$ cat src/rtl/rabbit_link_pkg.sv
// Shared definitions for the Rabbit->FPGA profile link.
// Holds the frame geometry (word width, header width, largest legal frame),
// the writer FSM state encoding and the header bit-order helpers. The
// reader-side bench imports this package as well, so both ends agree on the
// frame layout.
package rabbit_link_pkg;

    localparam int WORD_BITS = 184;   // bits per profile word
    localparam int CNT_BITS  = 5;     // width of word-count header / word_total
    localparam int MAX_WORDS = 12;    // largest legal word_total
    localparam int BIT_CNT_W = 8;     // width of the per-word bit counter

    // Header goes out most significant bit first.
    localparam bit HDR_MSB_FIRST = 1'b1;

    typedef enum logic [2:0] {
        ST_IDLE   = 3'd0,
        ST_HEADER = 3'd1,
        ST_GAP    = 3'd2,
        ST_LOAD   = 3'd3,
        ST_SHIFT  = 3'd4,
        ST_DONE   = 3'd5
    } link_state_e;

    // Returns the header in transmit order: bit [CNT_BITS-1] leaves first.
    function automatic logic [CNT_BITS-1:0] header_bits(input logic [CNT_BITS-1:0] total);
        logic [CNT_BITS-1:0] rev;
        for (int i = 0; i < CNT_BITS; i++) begin
            rev[i] = total[CNT_BITS-1-i];
        end
        return HDR_MSB_FIRST ? total : rev;
    endfunction

    // A frame must carry between one and MAX_WORDS words.
    function automatic logic total_ok(input logic [CNT_BITS-1:0] total);
        return (total != {CNT_BITS{1'b0}}) && (int'(total) <= MAX_WORDS);
    endfunction

endpackage

$ cat src/rtl/rabbit_serial_writer_sclk_bit_timer.sv
// sclk_bit_timer: bit-time generator for the serial writer.
// While enable is high it produces a square SCLK level (CLK_DIV cycles low,
// CLK_DIV cycles high, starting low), a set_data strobe in the first cycle of
// each low half and a bit_end strobe in the last high cycle (the falling edge
// happens at the following clock edge). Dropping enable parks SCLK low with
// the divider cleared, so the next enabled cycle starts a fresh bit.
// Ports:
//   clk      in   system clock
//   rst_n    in   synchronous reset, active low
//   enable   in   run the divider
//   sclk     out  SCLK level (internal, not yet retimed)
//   set_data out  strobe: drive the next data bit now
//   bit_end  out  strobe: last cycle of the bit
module sclk_bit_timer #(
    parameter int CLK_DIV = 4
) (
    input  logic clk,
    input  logic rst_n,
    input  logic enable,
    output logic sclk,
    output logic set_data,
    output logic bit_end
);

    localparam int              DIV_W     = (CLK_DIV > 1) ? $clog2(CLK_DIV) : 1;
    localparam logic [DIV_W-1:0] DIV_ZERO  = {DIV_W{1'b0}};
    localparam logic [DIV_W-1:0] DIV_ONE   = DIV_W'(1'b1);
    localparam logic [DIV_W-1:0] HALF_LAST = DIV_W'(CLK_DIV - 1);

    logic [DIV_W-1:0] div_cnt_r;
    logic             sclk_r;

    // Half-period divider; SCLK toggles each time a half period completes.
    always_ff @(posedge clk) begin
        if (!rst_n) begin
            div_cnt_r <= DIV_ZERO;
            sclk_r    <= 1'b0;
        end else if (!enable) begin
            div_cnt_r <= DIV_ZERO;
            sclk_r    <= 1'b0;
        end else if (div_cnt_r == HALF_LAST) begin
            div_cnt_r <= DIV_ZERO;
            sclk_r    <= ~sclk_r;
        end else begin
            div_cnt_r <= div_cnt_r + DIV_ONE;
            sclk_r    <= sclk_r;
        end
    end

    // Phase strobes decoded from the divider position.
    always_comb begin
        set_data = enable && !sclk_r && (div_cnt_r == DIV_ZERO);
        bit_end  = enable &&  sclk_r && (div_cnt_r == HALF_LAST);
    end

    assign sclk = sclk_r;

endmodule

$ cat src/rtl/rabbit_serial_writer.sv
// rabbit_serial_writer: transmit end of the Rabbit->FPGA profile link.
// Sends a frame = CNT_BITS-bit word-count header (MSB first), then
// word_total profile words of WORD_BITS bits each (index 0 first), on an
// SCLK/SDIO pair. Every header/word is followed by GAP_CYCLES of idle
// (SCLK and SDIO low). Words are pulled with a valid/ready handshake; a
// missing word stalls the link with SCLK low indefinitely.
// All outputs are registered. SCLK_out is retimed by one cycle against the
// internal bit timer so that SDIO_out and SCLK_out both update at the start
// of the low half: data is then stable CLK_DIV cycles either side of the
// rising edge the reader samples on.
// Ports:
//   ten_MHz_ext in   system clock
//   key_2_reset in   synchronous reset, active low
//   start       in   begin a frame (only looked at in IDLE)
//   word_total  in   number of words, captured with an accepted start
//   word_in     in   next profile word, [0] sent first
//   word_valid  in   word_in valid
//   word_ready  out  writer takes word_in this cycle
//   SCLK_out    out  serial clock
//   SDIO_out    out  serial data
//   busy        out  frame in progress
//   done        out  one-cycle pulse at frame completion
//   err         out  one-cycle pulse: start rejected for a bad word_total
module rabbit_serial_writer
    import rabbit_link_pkg::*;
#(
    parameter int CLK_DIV    = 4,
    parameter int GAP_CYCLES = 16
) (
    input  logic                 ten_MHz_ext,
    input  logic                 key_2_reset,
    input  logic                 start,
    input  logic [CNT_BITS-1:0]  word_total,
    input  logic [0:WORD_BITS-1] word_in,
    input  logic                 word_valid,
    output logic                 word_ready,
    output logic                 SCLK_out,
    output logic                 SDIO_out,
    output logic                 busy,
    output logic                 done,
    output logic                 err
);

    localparam int                   GAP_W     = (GAP_CYCLES > 1) ? $clog2(GAP_CYCLES) : 1;
    localparam logic [GAP_W-1:0]     GAP_ZERO  = {GAP_W{1'b0}};
    localparam logic [GAP_W-1:0]     GAP_ONE   = GAP_W'(1'b1);
    localparam logic [GAP_W-1:0]     GAP_LAST  = GAP_W'(GAP_CYCLES - 1);
    localparam logic [BIT_CNT_W-1:0] BIT_ZERO  = {BIT_CNT_W{1'b0}};
    localparam logic [BIT_CNT_W-1:0] BIT_ONE   = BIT_CNT_W'(1'b1);
    localparam logic [BIT_CNT_W-1:0] HDR_LAST  = BIT_CNT_W'(CNT_BITS - 1);
    localparam logic [BIT_CNT_W-1:0] WORD_LAST = BIT_CNT_W'(WORD_BITS - 1);
    localparam logic [CNT_BITS-1:0]  CNT_ZERO  = {CNT_BITS{1'b0}};
    localparam logic [CNT_BITS-1:0]  CNT_ONE   = CNT_BITS'(1'b1);

    link_state_e          state_r;
    link_state_e          state_s;
    logic [CNT_BITS-1:0]  total_r;
    logic [CNT_BITS-1:0]  word_cnt_r;
    logic [BIT_CNT_W-1:0] bit_cnt_r;
    logic [GAP_W-1:0]     gap_cnt_r;
    logic [0:WORD_BITS-1] shreg_r;

    logic                 sclk_out_r;
    logic                 sdio_out_r;
    logic                 word_ready_r;
    logic                 busy_r;
    logic                 done_r;
    logic                 err_r;

    logic                 start_ok_s;
    logic                 start_bad_s;
    logic                 load_s;
    logic                 bit_last_s;
    logic                 tmr_en_s;
    logic                 tmr_sclk_s;
    logic                 set_data_s;
    logic                 bit_end_s;

    sclk_bit_timer #(
        .CLK_DIV (CLK_DIV)
    ) u_timer (
        .clk      (ten_MHz_ext),
        .rst_n    (key_2_reset),
        .enable   (tmr_en_s),
        .sclk     (tmr_sclk_s),
        .set_data (set_data_s),
        .bit_end  (bit_end_s)
    );

    // Next-state and control decode for the frame sequencer.
    always_comb begin
        state_s     = state_r;
        start_ok_s  = 1'b0;
        start_bad_s = 1'b0;
        load_s      = 1'b0;
        tmr_en_s    = (state_r == ST_HEADER) || (state_r == ST_SHIFT);
        // Header and word phases end on different bit indices.
        if (state_r == ST_HEADER) begin
            bit_last_s = (bit_cnt_r == HDR_LAST);
        end else begin
            bit_last_s = (bit_cnt_r == WORD_LAST);
        end
        case (state_r)
            ST_IDLE: begin
                if (start && total_ok(word_total)) begin
                    start_ok_s = 1'b1;
                    state_s    = ST_HEADER;
                end else if (start) begin
                    start_bad_s = 1'b1;
                    state_s     = ST_IDLE;
                end else begin
                    state_s = ST_IDLE;
                end
            end
            ST_HEADER, ST_SHIFT: begin
                if (bit_end_s && bit_last_s) begin
                    state_s = ST_GAP;
                end else begin
                    state_s = state_r;
                end
            end
            ST_GAP: begin
                if ((gap_cnt_r == GAP_LAST) && (word_cnt_r == total_r)) begin
                    state_s = ST_DONE;
                end else if (gap_cnt_r == GAP_LAST) begin
                    state_s = ST_LOAD;
                end else begin
                    state_s = ST_GAP;
                end
            end
            ST_LOAD: begin
                if (word_valid && word_ready_r) begin
                    load_s  = 1'b1;
                    state_s = ST_SHIFT;
                end else begin
                    state_s = ST_LOAD;
                end
            end
            ST_DONE: begin
                state_s = ST_IDLE;
            end
            default: begin
                state_s = ST_IDLE;
            end
        endcase
    end

    // Sequencer state register.
    always_ff @(posedge ten_MHz_ext) begin
        if (!key_2_reset) begin
            state_r <= ST_IDLE;
        end else begin
            state_r <= state_s;
        end
    end

    // Shift register: header is preloaded at start, words at the handshake;
    // index 0 always holds the bit being sent.
    always_ff @(posedge ten_MHz_ext) begin
        if (!key_2_reset) begin
            shreg_r <= {WORD_BITS{1'b0}};
        end else if (start_ok_s) begin
            shreg_r <= {header_bits(word_total), {(WORD_BITS-CNT_BITS){1'b0}}};
        end else if (load_s) begin
            shreg_r <= word_in;
        end else if (bit_end_s) begin
            shreg_r <= {shreg_r[1:WORD_BITS-1], 1'b0};
        end else begin
            shreg_r <= shreg_r;
        end
    end

    // Bit counter: restarts for the header, for every word and after each phase.
    always_ff @(posedge ten_MHz_ext) begin
        if (!key_2_reset) begin
            bit_cnt_r <= BIT_ZERO;
        end else if (start_ok_s || load_s) begin
            bit_cnt_r <= BIT_ZERO;
        end else if (bit_end_s && bit_last_s) begin
            bit_cnt_r <= BIT_ZERO;
        end else if (bit_end_s) begin
            bit_cnt_r <= bit_cnt_r + BIT_ONE;
        end else begin
            bit_cnt_r <= bit_cnt_r;
        end
    end

    // Frame bookkeeping: latched total and words completed so far.
    always_ff @(posedge ten_MHz_ext) begin
        if (!key_2_reset) begin
            total_r    <= CNT_ZERO;
            word_cnt_r <= CNT_ZERO;
        end else if (start_ok_s) begin
            total_r    <= word_total;
            word_cnt_r <= CNT_ZERO;
        end else if ((state_r == ST_SHIFT) && bit_end_s && bit_last_s) begin
            total_r    <= total_r;
            word_cnt_r <= word_cnt_r + CNT_ONE;
        end else begin
            total_r    <= total_r;
            word_cnt_r <= word_cnt_r;
        end
    end

    // Idle-gap length counter.
    always_ff @(posedge ten_MHz_ext) begin
        if (!key_2_reset) begin
            gap_cnt_r <= GAP_ZERO;
        end else if ((state_r == ST_GAP) && (gap_cnt_r != GAP_LAST)) begin
            gap_cnt_r <= gap_cnt_r + GAP_ONE;
        end else begin
            gap_cnt_r <= GAP_ZERO;
        end
    end

    // Registered link and status outputs.
    always_ff @(posedge ten_MHz_ext) begin
        if (!key_2_reset) begin
            sclk_out_r   <= 1'b0;
            sdio_out_r   <= 1'b0;
            word_ready_r <= 1'b0;
            busy_r       <= 1'b0;
            done_r       <= 1'b0;
            err_r        <= 1'b0;
        end else begin
            sclk_out_r <= tmr_sclk_s;
            // SDIO follows the timer's low-half strobe and is forced low
            // whenever no bit is on the wire.
            if (set_data_s) begin
                sdio_out_r <= shreg_r[0];
            end else if (!tmr_en_s) begin
                sdio_out_r <= 1'b0;
            end else begin
                sdio_out_r <= sdio_out_r;
            end
            word_ready_r <= (state_s == ST_LOAD);
            busy_r       <= (state_s != ST_IDLE);
            done_r       <= (state_s == ST_DONE);
            err_r        <= start_bad_s;
        end
    end

    assign word_ready = word_ready_r;
    assign SCLK_out   = sclk_out_r;
    assign SDIO_out   = sdio_out_r;
    assign busy       = busy_r;
    assign done       = done_r;
    assign err        = err_r;

endmodule

$ cat config.mk
export PLATFORM = sky130hd
export DESIGN_NAME = rabbit_serial_writer
export DESIGN_NICKNAME = d
export VERILOG_FILES = /design/src/rtl/rabbit_link_pkg.sv /design/src/rtl/rabbit_serial_writer_sclk_bit_timer.sv /design/src/rtl/rabbit_serial_writer.sv
export SDC_FILE = /design/constraint.sdc
export NUM_CORES = 1
export LEC_CHECK = 0
export CAP_MARGIN = 5
export CORE_ASPECT_RATIO = 1.4
export CORE_MARGIN = 2
export CORE_UTILIZATION = 53
export CTS_BUF_LIST = sky130_fd_sc_hd__clkbuf_8
export DETAILED_ROUTE_END_ITERATION = 10
export HOLD_SLACK_MARGIN = 0.06
export PLACE_DENSITY = 0.82
export SYNTH_ARGS = -nofsm -noshare
export SYNTH_HDL_FRONTEND = slang
export SYNTH_HIERARCHICAL = 1
export SYNTH_SLANG_ARGS = --single-unit
$ cat constraint.sdc
create_clock -name ten_MHz_ext -period 3 [get_ports ten_MHz_ext]
set_input_delay 0.3 -clock ten_MHz_ext [delete_from_list [all_inputs] [get_ports ten_MHz_ext]]
set_output_delay 0.3 -clock ten_MHz_ext [all_outputs]
set_load 0.005 [all_outputs]
==> qor.txt, run 1 <==
============================================================================
Final antenna diode count .....................................            0
P_leak ........................................................      4.08 nW
Filler Cell Count .............................................        1,420
Vias in the first global route ................................        7,791
Tightest Pin Transition .......................................     0.996 ns
Syn-to-layout area delta ......................................        29.2%
Effective utilization at floorplan ............................        0.543
Worst-skew pair later-pin latency .............................      0.49 ns
Worst reg2reg path startpoint ................................. state_r[2]$_SDFF_PN0_
Peak supply drop ..............................................       283 uV
First-pass iteration count of the detailed router .............            4
Routed wire per std cell ......................................      15.4 um
Worst slack at placement ......................................     0.389 ns
Final number of hold-violating endpoints ......................            0
Hold Path Origin ..............................................        start
Max Buffers Root-to-Sink ......................................            3
Combined area of all synthesized cells ........................ 0.00949 mm^2
Final Wtd Congestion ..........................................        0.863
Max capacitance violation total ...............................            0
Setup Total Neg Slack .........................................         0 ns
Die area ......................................................  0.0190 mm^2
Outcome .......................................................    completed
Gate count of the mapped netlist ..............................          989
Register-to-Register Path Depth ...............................            7
Initial antenna violation count ...............................            0
Combinational cell fraction of total power ....................        0.068
Proportion of layout cells with a drive suffix above 1 ........       0.0590
Largest net degree at the start of global routing .............          126
Sw Share ......................................................        0.216
Data required time of the worst path ..........................      3.35 ns
Clock skew ....................................................    0.0186 ns
Critical R2R Capture .......................................... shreg_r[2]$_SDFFE_PN0P_
Critical Path Sink Type .......................................     register
Synth cell types ..............................................           46
Input/output buffers ..........................................          198
Cell at the root of the clock tree ............................     clkbuf_8
Half-perimeter wire length of the detailed placement result ...      14.6 mm
Startpoint class of the critical path .........................     register
Share of total power in the clock network .....................        0.408
Yosys warnings ................................................            6
Critical path fanouts, max ....................................           64
Final period utilization ......................................        0.873
Worst slew margin relative to its limit .......................        0.336
Reg clk slew, reported paths ..................................      0.08 ns
Syn nets ......................................................        1,187
Worst min-delay path category ................................. primary input to register
Number of levels the H-tree was split into ....................            2
Final worst path period need ..................................      2.62 ns
Vias per cell .................................................         5.50
RSZ-0062 raised after global routing ..........................        false
Async SR Flop Fraction ........................................            0
Net load switching power ......................................      1.20 mW
Number of nets with antenna violations after detailed routing .            0
Finish-stage setup viols ......................................            0
Leading register cell type out of synthesis ...................      dfxtp_1
Cell depth of the worst hold path .............................            3
Most frequent cell after synthesis ............................      dfxtp_1
TritonCTS Buffers .............................................           34
Gr ovfl total .................................................            0
Worst path setup slack after routing ..........................     0.380 ns
Arrival time at the worst endpoint ............................      2.97 ns
Post-synth top cells .......................................... dfxtp_1, nor2_1, mux2i_1, a211oi_1, clkbuf_1
Die Y-Extent ..................................................       162 um
Sink Count ....................................................          218
Number of ports placed on the die boundary ....................          199
Final Net Count ...............................................        1,351
Crit Path Class ............................................... register to register
Yosys top cell by area ........................................      dfxtp_1
Share of the yosys chip area belonging to registers ...........        0.460
Worst Hold Path EP ............................................ err$_SDFF_PP0_
Number of setup buffers added after CTS .......................            0
Routed Wire Length ............................................      21.6 mm
Remaining routing DRC violations ..............................            0
Vias after detailed routing ...................................        7,740
Number of cells upsized or downsized after cts ................            0
Wire length of the first global-routing pass ..................      35.5 mm
Synthesis-stage register bit count ............................          218
Area share of the largest cell type after synthesis ...........        0.460
Slack of the worst reg-to-reg path ............................      0.38 ns
Number of buffers added to fix hold violations after cts ......            0
Register area ................................................. 0.00436 mm^2
Cell-internal power ...........................................      4.35 mW
P per Cell Area ...............................................  453 mW/mm^2
Post-layout util ..............................................        0.701
Final Slew Violations .........................................            0
Number of enable flip-flop cells after synthesis ..............            0
Cell types occupying the most area after synthesis ............ dfxtp_1, mux2i_1, a211oi_1
Initial DRC count .............................................          355
Rows ..........................................................           57
CORE AREA .....................................................  0.0175 mm^2
Chip width ....................................................       117 um
Share of power burned in registers ............................        0.524
CTS tree ......................................................         done
Highest clock frequency the design can meet ...................    0.382 GHz
Total Routing Usage GR ........................................        0.228
Area taken by multi-input logic gates ......................... 0.00481 mm^2
Synthesized area divided by synthesized cell count ............    9.59 um^2
============================================================================
[cell type report]
type                       count  area share
tap                          236      0.0241
clock inverter                13     0.00449
inverter                       4     0.00123
multi-input combinational    684       0.392
clock buffer                  40      0.0449
sequential                   218       0.356
timing repair buffer         211       0.177
[worst max path at each step]
stage / start / to / slack (ns) / depth (start not counted)
after global routing: state_r[2]$_SDFF_PN0_ / shreg_r[3]$_SDFFE_PN0P_ / 0.05 / 7
after CTS: state_r[2]$_SDFF_PN0_ / shreg_r[2]$_SDFFE_PN0P_ / 0.37 / 7
after detailed placement: state_r[2]$_SDFF_PN0_ / shreg_r[2]$_SDFFE_PN0P_ / 0.39 / 7
after global placement: state_r[2]$_SDFF_PN0_ / busy$_SDFF_PN0_ / 0.46 / 8
final: state_r[2]$_SDFF_PN0_ / shreg_r[2]$_SDFFE_PN0P_ / 0.38 / 7
after floorplan: state_r[2]$_SDFF_PN0_ / busy$_SDFF_PN0_ / 0.64 / 8
[cell families after synthesis]
group,synth area share
adders and majority gates,0.00659
xor gates and xnor gates,0.0185
muxes,0.191
buffers and inverters,0.0348
and+or+nand+nor,0.124
DFF,0.460
AOI/OAI and AO/OA,0.166
[placed cells by master, fill, tap and decap left out, drive strengths merged, types with 2 or more instances in the layout]
master / netlist / final
nand3b: 4 / 4
o311a: 3 / 3
a21boi: 5 / 5
nand4: 3 / 3
o22ai: 4 / 4
inv: 3 / 13
or4: 2 / 2
mux2i: 181 / 181
nor3b: 4 / 4
clkbuf: 78 / 40
nor4: 2 / 2
and3: 12 / 12
clkinv: 1 / 3
nor2: 200 / 200
nor3: 5 / 5
o21ai: 3 / 3
a21oi: 11 / 11
xnor2: 5 / 5
dfxtp: 218 / 218
clkdlybuf4s50: 0 / 198
nand3: 6 / 6
o211ai: 4 / 4
and2: 3 / 3
ha: 5 / 5
nand2: 17 / 17
buf: 5 / 13
o31a: 2 / 2
a211oi: 179 / 179
xor2: 15 / 15
[state kept, by name, summed over array words and instances, names as in the netlist, 2 cells and up]
name and count:
total_r 5, bit_cnt_r 8, state_r 3, word_cnt_r 5
gap_cnt_r 4, u_timer/div_cnt_r 2, shreg_r 184
[power groups by stage]
stage,Clock [mW],Sequential (mW),Combinational (mW)
global route,2.45,2.91,0.406
global placement,0,2.97,0.376
detailed placement,0,2.97,0.376
floorplan,0,2.97,0.0840
finish,2.26,2.91,0.377
CTS,2.33,2.91,0.379
[routing by layer]
| layer | vias up | track usage | part of all wire |
|---|---|---|---|
| met3 | 61 | 0.0474 | 0.051 |
| met4 | 0 | 0.103 | 0.036 |
| li1 | 3917 | - | - |
| met5 | - | 0 | 0 |
| met1 | 3535 | 0.272 | 0.42 |
| met2 | 227 | 0.390 | 0.49 |
[per-stage QoR]
| step | hold slack, ns | area, um^2 | cells | total power [mW] |
|---|---|---|---|---|
| 3_5_place_dp | 0.452 | 11600 | 1353 | 3.35 |
| 5_1_grt | 0.386 | 12300 | 1406 | 5.76 |
| 3_3_place_gp | 0.429 | 11600 | 1353 | 3.35 |
| 4_1_cts | 0.369 | 12300 | 1406 | 5.62 |
| 6_report | 0.401 | 12300 | 1406 | 5.55 |
| 2_1_floorplan | 0.418 | 9490 | 989 | 3.06 |
[worst max-delay path, stage by stage, from the launching register on]
cell	delay [ns]
dfxtp_1	0.45
xnor2_1	0.10
nor2_1	0.26
and3_4	0.28
buf_4	0.76
nor3_1	0.23
a21boi_0	0.24
o22ai_1	0.11
Note: power is estimated with default switching activity, not from simulation.
==> run 2: changes to the inputs <==
--- a/config.mk
+++ b/config.mk
@@ -8,11 +8,11 @@
 export CAP_MARGIN = 5
 export CORE_ASPECT_RATIO = 1.4
 export CORE_MARGIN = 2
-export CORE_UTILIZATION = 53
+export CORE_UTILIZATION = 48
 export CTS_BUF_LIST = sky130_fd_sc_hd__clkbuf_8
 export DETAILED_ROUTE_END_ITERATION = 10
 export HOLD_SLACK_MARGIN = 0.06
-export PLACE_DENSITY = 0.82
+export PLACE_DENSITY = 0.79
 export SYNTH_ARGS = -nofsm -noshare
 export SYNTH_HDL_FRONTEND = slang
 export SYNTH_HIERARCHICAL = 1
==> constraint.sdc (replaced) <==
create_clock -name ten_MHz_ext -period 2.4 [get_ports ten_MHz_ext]
set_input_delay 0.24 -clock ten_MHz_ext [delete_from_list [all_inputs] [get_ports ten_MHz_ext]]
set_output_delay 0.24 -clock ten_MHz_ext [all_outputs]
set_load 0.005 [all_outputs]
==> qor.txt, run 2 (synthesis results as in run 1) <==
============================================================================
Highest routed layer ..........................................         met4
Total Routing Usage GR ........................................        0.202   -0.0267
Peak supply drop ..............................................       365 uV   +29%
Area after detailed placement .................................  0.0117 mm^2   +0.58%
Final number of hold-violating endpoints ......................            0   unchanged
Post-layout util ..............................................        0.641   -0.0608
CORE AREA .....................................................  0.0193 mm^2   +10%
Routed metal-1 wire length ....................................      9.40 mm   +3.8%
Share of power burned in registers ............................        0.523   about the same
TritonCTS Buffers .............................................           35   +2.9%
Sw Share ......................................................        0.224   +0.00752
Cell at the root of the clock tree ............................     clkbuf_8
Initial antenna violation count ...............................            0   unchanged
Number of cells upsized or downsized after cts ................            0   unchanged
Syn-to-layout area delta ......................................        30.3%
Clock skew ....................................................    0.0210 ns   +0.00231 ns
Arrival time at the worst endpoint ............................      2.67 ns   -0.30 ns
Share of total power in the clock network .....................        0.408   about the same
Number of nets with antenna violations after detailed routing .            0   unchanged
Sum of met2 wire segment lengths after detailed routing .......      10.7 mm   -0.31%
P per Cell Area ...............................................  563 mW/mm^2   +24%
Final antenna diode count .....................................            0   unchanged
Overall power of the completed layout .........................      6.95 mW   +25%
Critical Path Sink Type .......................................     register
Leading cell type in the layout, fill and taps excluded .......      dfxtp_1
Die Y-Extent ..................................................       170 um   +5.0%
Reg clk slew, reported paths ..................................      0.07 ns   about the same
Remaining routing DRC violations ..............................            0   unchanged
Routed Wire Length ............................................      21.6 mm   -0.23%
Finish-stage setup viols ......................................            0   unchanged
Highest clock frequency the design can meet ...................    0.439 GHz   +15%
CTS tree ......................................................         done
Final Net Count ...............................................        1,359   +0.59%
Number of levels the H-tree was split into ....................            2   unchanged
Number of buffers added to fix hold violations after cts ......            0   unchanged
Filler Cell Count .............................................        1,612   +14%
Cell Count Post-Placement .....................................        1,372   +1.4%
Routed wire per std cell ......................................      15.1 um   -2.0%
First-pass iteration count of the detailed router .............            4   unchanged
P_leak ........................................................      4.14 nW   +1.6%
Final Slew Violations .........................................            0   unchanged
Commonest cells after routing, fill and taps aside ............ dfxtp_1, nor2_1, clkdlybuf4s50_1, mux2i_1, a211oi_1
Number of setup buffers added after CTS .......................            0   unchanged
Worst slack at placement ......................................    0.0562 ns   -0.333 ns
Vias after detailed routing ...................................        7,651   -1.1%
Number of flip-flops in the largest register ..................          184   unchanged
Data required time of the worst path ..........................      2.79 ns   -0.56 ns
Half-perimeter wire length of the detailed placement result ...      14.5 mm   -0.65%
Proportion of layout cells with a drive suffix above 1 ........       0.0668   +0.00781
Post-route cell area ..........................................  0.0124 mm^2   +0.85%
Worst path setup slack after routing ..........................     0.120 ns   -0.260 ns
Post-layout instance count excluding filler cells .............        1,431   +1.8%
Chip width ....................................................       123 um   +4.9%
Wire length of the first global-routing pass ..................      34.6 mm   -2.6%
Input/output buffers ..........................................          198   unchanged
Registers with the most flip-flops ............................ shreg_r: 184 flops, bit_cnt_r: 8 flops
Vias per cell .................................................         5.35   -2.9%
Max Buffers Root-to-Sink ......................................            3   unchanged
Crit Path Class ............................................... register to register
Worst slew margin relative to its limit .......................        0.667   +0.331
RSZ-0062 raised after global routing ..........................        false
Final hold slack ..............................................     0.305 ns   -0.0954 ns
Combinational cell fraction of total power ....................        0.069   about the same
Largest net degree at the start of global routing .............          106   -16%
Critical path fanouts, max ....................................            4   -94%
Gr ovfl total .................................................            0   unchanged
Rows ..........................................................           60   +5.3%
Detailed route wirelength on metal3 ...........................      1.03 mm   -7.2%
Register with the most flip-flops .............................      shreg_r
Vias in the first global route ................................        7,566   -2.9%
Cell-internal power ...........................................      5.40 mW   +24%
Worst-skew pair later-pin latency .............................      0.51 ns   +0.02 ns
Final Wtd Congestion ..........................................        0.837   -3.1%
Worst min-delay path category ................................. primary input to register
Net load switching power ......................................      1.56 mW   +30%
Die area ......................................................  0.0209 mm^2   +10%
Final period utilization ......................................        0.950   +0.0767
Setup Total Neg Slack .........................................         0 ns   unchanged
Sink Count ....................................................          218   unchanged
Effective utilization at floorplan ............................        0.492   -0.0512
Final worst path period need ..................................      2.28 ns   -0.340 ns
Max capacitance violation total ...............................            0   unchanged
Number of ports placed on the die boundary ....................          199   unchanged
Initial DRC count .............................................          363   +2.3%
Outcome .......................................................    completed
Startpoint class of the critical path .........................     register
Tightest Pin Transition .......................................     0.499 ns   -0.497 ns
============================================================================
## run 2: cell count changes in the layout (fill, tap and decap cells not counted), sizes merged
cell,change
buf,+7
inv,+7
clkbuf,-2
clkinv,+1
## run 2: worst paths after layout
check	from	endpoint	slack, ns	cells past startpoint
worst max-delay path	state_r[0]$_SDFF_PN0_	busy$_SDFF_PN0_	0.12	8
worst min-delay path	start	err$_SDFF_PP0_	0.31	3
worst max register to register	state_r[0]$_SDFF_PN0_	busy$_SDFF_PN0_	0.12	8
worst min register to register	gap_cnt_r[0]$_SDFF_PN0_	gap_cnt_r[0]$_SDFF_PN0_	0.46	1
## run 2: area by class of cell
cell class / instances / area (um^2) / area share
multi-input cells: 684 / 4830 / 0.391
flip-flops and latches: 218 / 4360 / 0.353
repair buffers: 218 / 2220 / 0.180
clock buffers: 38 / 523 / 0.0423
well taps: 248 / 310 / 0.0251
clock inverters: 21 / 91.3 / 0.00739
inverters: 4 / 15.0 / 0.00121
## run 2: power by group through the flow
| stage | registers (mW) | logic (mW) | clock network, mW |
|---|---|---|---|
| after detailed placement | 3.71 | 0.478 | 0 |
| after global placement | 3.71 | 0.477 | 0 |
| final | 3.64 | 0.479 | 2.84 |
| after global routing | 3.63 | 0.510 | 3.06 |
| after floorplan | 3.71 | 0.105 | 0 |
| after CTS | 3.64 | 0.481 | 2.93 |
## run 2: per-layer routing
layer	GRT usage	up-vias
met5	0	-
met4	0.0725	0
met3	0.0459	37
met2	0.344	173
met1	0.246	3504
li1	-	3937
## run 2: critical path, stage by stage, from the launching register on
cell and delay (ns):
dfxtp_1 0.32, xnor2_1 0.13, nor2_1 0.17, and3_4 0.23
nand4bb_4 0.16, nor4b_4 0.39, nor3b_2 0.10, o311a_1 0.35
or3_1 0.31
